File: src/rtl/mdu_pkg.sv
// Shared types and constants for the iterative multiply/divide unit.
// Optional build macro used by the unit: MDU_EARLY_OUT_EN.
package mdu_pkg;

  localparam logic [6:0] FUNCT7_MULDIV = 7'b0000001;

  typedef enum logic [2:0] {
    MUL    = 3'b000,
    MULH   = 3'b001,
    MULHSU = 3'b010,
    MULHU  = 3'b011,
    DIV    = 3'b100,
    DIVU   = 3'b101,
    REM    = 3'b110,
    REMU   = 3'b111
  } mdu_op_t;

  typedef enum logic [1:0] {
    IDLE  = 2'b00,
    CALC  = 2'b01,
    FIXUP = 2'b10,
    DONE  = 2'b11
  } mdu_state_t;

  function automatic logic op_is_div(mdu_op_t op);
    return op[2];
  endfunction

endpackage

File: src/rtl/mdu_shift_core.sv
// 2*XLEN accumulator with one radix-2 shift-add (mul) or restoring
// shift-subtract (div) step per cycle.
module mdu_shift_core #(
  parameter int unsigned XLEN = 32
) (
  input  logic              clk,
  input  logic              reset_n,
  input  logic              load,
  input  logic              step,
  input  logic              mode_div,
  input  logic [2*XLEN-1:0] init,
  input  logic [XLEN-1:0]   opnd,
  output logic [2*XLEN-1:0] acc
);

  logic [2*XLEN-1:0] acc_q;
  logic [2*XLEN-1:0] acc_nx;
  logic [XLEN:0]     sum;
  logic [XLEN:0]     rem_sh;
  logic [XLEN:0]     diff;

  // mul: {hi,lo} with multiplier in lo; div: {remainder, dividend/quotient}
  always_comb begin
    sum    = {1'b0, acc_q[2*XLEN-1:XLEN]} + (acc_q[0] ? {1'b0, opnd} : '0);
    rem_sh = acc_q[2*XLEN-1:XLEN-1];
    diff   = rem_sh - {1'b0, opnd};
    acc_nx = {sum, acc_q[XLEN-1:1]};
    if (mode_div) begin
      if (!diff[XLEN]) acc_nx = {diff[XLEN-1:0], acc_q[XLEN-2:0], 1'b1};
      else             acc_nx = {rem_sh[XLEN-1:0], acc_q[XLEN-2:0], 1'b0};
    end
  end

  always_ff @(posedge clk or negedge reset_n) begin
    if (!reset_n)  acc_q <= '0;
    else if (load) acc_q <= init;
    else if (step) acc_q <= acc_nx;
  end

  assign acc = acc_q;

endmodule

File: src/rtl/muldiv_unit.sv
// RV32M/RV64M iterative multiply/divide unit: FSM, sign handling, special cases.
// Optional macro MDU_EARLY_OUT_EN lets trivial cases skip the iteration loop.
module muldiv_unit
  import mdu_pkg::*;
#(
  parameter int unsigned XLEN = 32
) (
  input  logic            clk,
  input  logic            reset_n,
  input  logic            start,
  input  logic            kill,
  input  logic [2:0]      funct3,
  input  logic [XLEN-1:0] a,
  input  logic [XLEN-1:0] b,
  output logic            busy,
  output logic            done,
  output logic [XLEN-1:0] result
);

  localparam int unsigned CNT_W = $clog2(XLEN);
  localparam logic [XLEN-1:0] MIN_NEG = {1'b1, {(XLEN-1){1'b0}}};

  mdu_state_t state_q, state_nx;
  mdu_op_t    op_q, op_in;
  logic       neg_res_q, neg_rem_q, dz_q, ovf_q, zero_q;
  logic [XLEN-1:0]  a_q, opnd_q;
  logic [CNT_W-1:0] cnt_q;

  logic            accept, div_in, sa, sb, dz_in, ovf_in, zero_in;
  logic [XLEN-1:0] a_mag, b_mag;
  logic [2*XLEN-1:0] acc, prod;
  logic [XLEN-1:0] quo, rem, res_fix;
`ifdef MDU_EARLY_OUT_EN
  logic special_in;
`endif

  // Decode of the request; only feeds register loads
  always_comb begin
    op_in   = mdu_op_t'(funct3);
    div_in  = op_is_div(op_in);
    sa      = a[XLEN-1] && (op_in inside {MULH, MULHSU, DIV, REM});
    sb      = b[XLEN-1] && (op_in inside {MULH, DIV, REM});
    a_mag   = sa ? -a : a;
    b_mag   = sb ? -b : b;
    dz_in   = div_in && (b == '0);
    ovf_in  = (op_in inside {DIV, REM}) && (a == MIN_NEG) && (b == '1);
    zero_in = !div_in && ((a == '0) || (b == '0));
    accept  = (state_q == IDLE) && start && !kill;
  end

`ifdef MDU_EARLY_OUT_EN
  assign special_in = dz_in || ovf_in || zero_in;
`endif

  always_comb begin
    state_nx = state_q;
    case (state_q)
      IDLE: begin
        if (accept) begin
`ifdef MDU_EARLY_OUT_EN
          state_nx = special_in ? FIXUP : CALC;
`else
          state_nx = CALC;
`endif
        end
      end
      CALC: begin
        if (kill)                                state_nx = IDLE;
        else if (cnt_q == CNT_W'(XLEN - 1))      state_nx = FIXUP;
      end
      FIXUP:   state_nx = kill ? IDLE : DONE;
      DONE:    state_nx = IDLE;
      default: state_nx = IDLE;
    endcase
  end

  mdu_shift_core #(.XLEN(XLEN)) u_core (
    .clk      (clk),
    .reset_n  (reset_n),
    .load     (accept),
    .step     (state_q == CALC),
    .mode_div (op_is_div(op_q)),
    .init     ({{XLEN{1'b0}}, (div_in ? a_mag : b_mag)}),
    .opnd     (opnd_q),
    .acc      (acc)
  );

  // Sign correction and exact RISC-V special-case overrides
  always_comb begin
    prod = neg_res_q ? -acc : acc;
    quo  = neg_res_q ? -acc[XLEN-1:0] : acc[XLEN-1:0];
    rem  = neg_rem_q ? -acc[2*XLEN-1:XLEN] : acc[2*XLEN-1:XLEN];
    res_fix = '0;
    case (op_q)
      MUL:               res_fix = zero_q ? '0 : prod[XLEN-1:0];
      MULH, MULHSU, MULHU: res_fix = zero_q ? '0 : prod[2*XLEN-1:XLEN];
      DIV, DIVU:         res_fix = dz_q ? '1 : (ovf_q ? MIN_NEG : quo);
      default:           res_fix = dz_q ? a_q : (ovf_q ? '0 : rem);
    endcase
  end

  always_ff @(posedge clk or negedge reset_n) begin
    if (!reset_n) begin
      state_q   <= IDLE;
      op_q      <= MUL;
      neg_res_q <= 1'b0;
      neg_rem_q <= 1'b0;
      dz_q      <= 1'b0;
      ovf_q     <= 1'b0;
      zero_q    <= 1'b0;
      a_q       <= '0;
      opnd_q    <= '0;
      cnt_q     <= '0;
      busy      <= 1'b0;
      done      <= 1'b0;
      result    <= '0;
    end else begin
      state_q <= state_nx;
      busy    <= (state_nx != IDLE);
      done    <= (state_nx == DONE);
      if (accept) begin
        op_q      <= op_in;
        neg_res_q <= sa ^ sb;
        neg_rem_q <= sa && div_in;
        dz_q      <= dz_in;
        ovf_q     <= ovf_in;
        zero_q    <= zero_in;
        a_q       <= a;
        opnd_q    <= div_in ? b_mag : a_mag;
        cnt_q     <= '0;
      end else if (state_q == CALC) begin
        cnt_q <= cnt_q + CNT_W'(1);
      end
      if ((state_q == FIXUP) && (state_nx == DONE)) result <= res_fix;
    end
  end

endmodule

File: config.mk
export PLATFORM = sky130hd
export DESIGN_NAME = muldiv_unit
export DESIGN_NICKNAME = d
export VERILOG_FILES = /design/src/rtl/mdu_pkg.sv /design/src/rtl/mdu_shift_core.sv /design/src/rtl/muldiv_unit.sv
export SDC_FILE = /design/constraint.sdc
export NUM_CORES = 1
export LEC_CHECK = 0
export BUFFER_PORTS_ARGS = -buffer_cell sky130_fd_sc_hd__buf_2
export CORE_MARGIN = 5
export CORE_UTILIZATION = 63
export CTS_CLUSTER_SIZE = 14
export DETAILED_ROUTE_END_ITERATION = 6
export PLACE_DENSITY = 0.85
export SLEW_MARGIN = 25
export SYNTH_ARGS = -nofsm -noshare
export SYNTH_HDL_FRONTEND = slang
export SYNTH_SLANG_ARGS = --single-unit
File: constraint.sdc
create_clock -name clk -period 4 [get_ports clk]
set_input_delay 0.4 -clock clk [delete_from_list [all_inputs] [get_ports clk]]
set_output_delay 0.4 -clock clk [all_outputs]
set_load 0.03 [all_outputs]
# Yosys cells after proc, flatten, opt, wreduce, memory -nomap -nowiden
# Index checks and enable logic that the tools add are counted.
# op_classes
bitwise_logic	1
reduce_logical	24
n_eq_ne	16
n_addsub	8
muxes	26
# ops
op	count
$mux W32	13
$mux W64	5
$neg A32 Y32	4
$pmux W32 S3	1
$eq A32 B32 Y1 const B	2
$logic_not A32 Y1	2
$neg A64 Y64	1
$add A32 B33 Y33	1
$sub A33 B32 Y33	1
$eq A3 B3 Y1 const B	4
$logic_and A1 B1 Y1	10
$mux W5	2
$eq A3 B2 Y1 const B	3
$mux W2	4
$pmux W2 S4	1
$eq A2 B2 Y1 const B	3
$eq A3 B1 Y1 const B	2
$reduce_bool A2 Y1	3
$add A5 B1 Y5 const B	1
$eq A5 B5 Y1 const B	1
$reduce_bool A4 Y1	1
$logic_not A3 Y1	1
$reduce_bool A3 Y1	1
$reduce_or A3 Y1	1
6 further kinds	7
# totals
register_bits	177
wordCells	89
inputBits	71

# Longest topological paths before layout
# depth
ltp_word	7
mapped_depth	15
mapped_depth_nobuf	14

# Modules after synthesis
# Synthesis repeated with hierarchy kept, for this count alone.
# hier_totals
hier_cells	2267
area_unflattened_um2	17402.9
# by_module_without_submodules
mod	n_inst	area_per_inst_um2	cells_each
muldiv_unit	1	9944.5	1268
mdu_shift_core	1	7458.4	999

# Worst setup path after synthesis
# OpenSTA, ideal clock, no wires.
# synth_timing
path_type	flip-flop to flip-flop
start	register u_core.acc_q[32], in the netlist u_core.acc[32]
end	register u_core.acc_q[51], in the netlist u_core.acc[51]
setup_slack_ns	0.392
setup_time_ns	0.126
t_arrival_ns	3.482
path_stages_with_launch	14
path_buffers	2
path_cell_list	dfrtp_1 clkbuf_1 inv_1 fa_1 nand2b_1 a21oi_1 o21ai_0 o21ai_0 a21oi_1 o21ai_1 xor2_1 clkbuf_1 nor2_1 a221o_1
# synth_between
elab_chain_len	5
elab_cells_between_ends	6
# synth_lines
element	line	text
start: declaration	mdu_shift_core.sv:16	logic [2*XLEN-1:0] acc_q;
start signal: assignment	mdu_shift_core.sv:36	else if (load) acc_q <= init;
start signal: assignment	mdu_shift_core.sv:37	else if (step) acc_q <= acc_nx;
$sub A33 B32 Y33	mdu_shift_core.sv:26	diff = rem_sh - {1'b0, opnd};
$mux W64	mdu_shift_core.sv:29	if (!diff[XLEN]) acc_nx = {diff[XLEN-1:0], acc_q[XLEN-2:0], 1'b1};
$mux W64 (*)	mdu_shift_core.sv:28	if (mode_div) begin
$mux W64 (*)	mdu_shift_core.sv:37	
$mux W64 (*)	mdu_shift_core.sv:36	
# Every way passes the cells marked *; elsewhere a longest branch is shown, timed or not. The select of a mux whose other input is x is not followed.
# A chain may end at the register's enable or synchronous reset.

# Worst setup path after layout
# layout_timing
start	register u_core.acc_q[0], in the netlist u_core.acc[0]
end	register u_core.acc_q[62], in the netlist u_core.acc[62]
# layout_between
elab_chain_len	5
# layout_lines
element	line	text
$mux W32	mdu_shift_core.sv:24	sum = {1'b0, acc_q[2*XLEN-1:XLEN]} + (acc_q[0] ? {1'b0, opnd} : '0);
$add A32 B33 Y33	mdu_shift_core.sv:24	
$mux W64	mdu_shift_core.sv:28	
$mux W64	mdu_shift_core.sv:37	
$mux W64	mdu_shift_core.sv:36	
# Every way passes these cells. The select of a mux whose other input is x is not followed.

==> metrics <==
htree depth=4; Final period util=94.9%; fmax=263 MHz; fill count=2026; most used cell, CP=nor2_1; pin count of the biggest net entering global routing=98; Final Hold Vio Count=0; r2r startpoint=u_core.acc[0]$_DFFE_PN0P_; worst-case clock buffer depth=2; Clock Latency Late Sink=between 0.4 and 0.5 ns; Post-synth top flop=dfrtp_1; row cnt=57; FF+latch count, synth=177; Post-CTS Setup Inserts=0; CTS tree=yes; Hold Buf Count CTS=0; clk sinks=about 180; Avg Inst Size Synth=about 7.6 µm²; fraction of registers with async set/reset=100%; Detailed Place HPWL=~43 mm; setup clock skew after layout=between 0.01 and 0.015 ns; Sum Neg Setup Slack=0 ns; CTS clock-pin slew for the worst setup and hold paths=approximately 0.08 ns; TritonCTS Buffers=17; R2R depth=14; first-pass GRT wire length=90.3 mm; Initial Util=between 60% and 70%; Iter 0 DRT Violations=roughly 2800; Synth area leaders=dfrtp_1 28%, nand2_1 7.3%, xnor2_1 6.9%; Slowest-stage cell, CP=or4_1; Pwr Total=between 10 and 15 mW; kind of critical path=flop to flop; worst path cell trace=clkinvlp_4 -> buf_4 -> nor2_1 -> ha_1 -> inv_1 -> nor3_1 -> and4_1 -> a221o_1 -> a211oi_2 -> nor2_1 -> nor2b_1 -> or4_1 -> a31o_2 -> a32o_1; io pins=105; failing checks=DRC; Synth Cell Area=0.0157 mm²; post-synth top area cell=dfrtp_1; initial antenna violation count=0; VDD IR-drop max=326 µV; final setup fails=0; number of detailed-route iterations in the first pass=7; worst path arrival time=approximately 4.1 ns; fin. max-slew vios=0; port bufs=roughly 100; run status=complete, but fails checks; max_cap viols=0; post-cts gate resize count=0; Worst-Margin Slew=around 1.1 ns; Slew HR=between 20% and 30%; number of synthesized flops with an enable pin=0; Die Ht=approximately 170 µm; final WL=a little under 60 mm; commonest non-fill, non-tap cell in the layout=nand2_1; Synth top area share=between 20% and 30%; DIE AREA=around 0.028 mm²; Vias=~17000; commonest non-fill, non-tap cells in the layout=305 x nand2_1, 198 x o21ai_0, 184 x nor2_1; Ant. Diodes=0; wire per inst=roughly 24 µm; warning count from the yosys run=0; crit end category=flop; Layout Cells excl Fill=2453; syn_nets=around 2200; cell area after layout=between 0.015 and 0.02 mm²; Placed Instances=roughly 2400; PD cells=~660 mW/mm²; share of cells above drive strength 1=around 11%; Core Area=about 0.024 mm²; crit start category=flop; Vias/cell=around 7; GPL Wtd Cong=between 1 and 1.5; vias in the first global route=around 16000; Leakage=roughly 7.4 nW; Final min period=about 3.8 ns; max incr delay on CP=a little over 0.5 ns; delay-heaviest family, CP=simple AND/OR/NAND/NOR gates; HP Class=input pin to async pin; CP required=4.35 ns; RSZ-0062 raised after global routing=false; root buffer cell=clkbuf_16; Mapped Cells=2070; Final nets=approximately 2300; WP buf/inv=3; Total GRT Usage=40.4%; drt drc=between 70 and 80; r2r setup slk=between 0.2 and 0.25 ns; Distinct cells, synth=67; Final ANT Viol Nets=0; final core utilization=a little over two thirds; global route overflow=0; CP Max Fanout=13; Synth-to-Final Area Change=10.0%; DP Area=between 0.015 and 0.02 mm²; worst flop-to-flop path endpoint=u_core.acc[62]$_DFFE_PN0P_; Seq/Total Area, Yosys=28.3%; die span in x=roughly 170 µm
## cell families (layout without fill, tap and decap cells)
family / count (synthesis) / in the layout / share of synthesized area [%]
adder cells (fa/ha/maj): 73 / 73 / 5.93
multiplexers: 41 / 41 / 2.65
buffers and inverters: 215 / 274 / 5.22
XOR/XNOR: 205 / 205 / 11.5
AO/OA/AOI/OAI: 632 / 632 / 25.6
flip-flops: 177 / 177 / 28.3
AND/OR/NAND/NOR: 727 / 727 / 20.9
## stage by stage
stage / setup WS (ns) / hold slack [ns]
floorplan: 0.392 / 0.104
global placement: 0.312 / 0.461
detailed placement: 0.208 / 0.463
CTS: 0.0698 / 0.0514
global route: 0.0114 / 0.0735
finish: 0.204 / 0.0200
## cell usage after synthesis (22+ instances only)
| cell type | n |
|---|---|
| nand2_1 | 305 |
| o21ai_0 | 199 |
| nor2_1 | 185 |
| dfrtp_1 | 177 |
| a21oi_1 | 150 |
| clkbuf_1 | 136 |
| xnor2_1 | 124 |
| xor2_1 | 81 |
| ha_1 | 71 |
| inv_1 | 61 |
| nor3_1 | 45 |
| a221oi_1 | 44 |
| nand3_1 | 43 |
| mux2i_1 | 37 |
| a211oi_1 | 33 |
| nand2b_1 | 29 |
| o211ai_1 | 29 |
| o31ai_1 | 27 |
| a21o_1 | 26 |
| nand4_1 | 22 |
| o221ai_1 | 22 |
## worst max path at each step
stage	slack [ns]	cells after the start	endpoint	start
floorplan	0.39	13	u_core.acc[51]$_DFFE_PN0P_	u_core.acc[32]$_DFFE_PN0P_
global placement	0.31	13	u_core.acc[62]$_DFFE_PN0P_	u_core.acc[0]$_DFFE_PN0P_
detailed placement	0.21	13	u_core.acc[62]$_DFFE_PN0P_	u_core.acc[0]$_DFFE_PN0P_
CTS	0.07	13	u_core.acc[62]$_DFFE_PN0P_	u_core.acc[0]$_DFFE_PN0P_
global route	0.01	17	u_core.acc[46]$_DFFE_PN0P_	u_core.acc[31]$_DFFE_PN0P_
finish	0.20	14	u_core.acc[62]$_DFFE_PN0P_	u_core.acc[0]$_DFFE_PN0P_
## flip-flops by register name (all words and copies together), names as in the netlist
signal	flops
a_q	32
zero_q	1
state_q	2
result	32
done	1
dz_q	1
u_core.acc	64
op_q	3
neg_res_q	1
opnd_q	32
busy	1
neg_rem_q	1
cnt_q	5
ovf_q	1
## final cells by class
type,instances,area [µm²],share of cell area [%]
timing repair buffer,180,1120,6.51
clock inverter,14,159,0.922
tap,324,405,2.35
inverter,62,236,1.37
clock buffer,18,429,2.49
sequential,177,4430,25.7
multi-input combinational,1678,10400,60.6
## routing by layer
metal	vias up	share of wire (%)	track usage [%]
met5	-	0	0
met4	0	7.6	22.4
met3	304	14	11.6
met2	1363	42	60.1
met1	7901	37	53.1
li1	7491	-	-
## where the power goes
| group | total [mW] | internal, mW | switching [mW] |
|---|---|---|---|
| logic | 6.82 | 2.59 | 4.24 |
| clock network | 1.76 | 0.844 | 0.917 |
| registers | 2.73 | 2.21 | 0.522 |
| total | 11.3 | 5.64 | 5.67 |
Note: power is estimated with default switching activity, not from simulation.
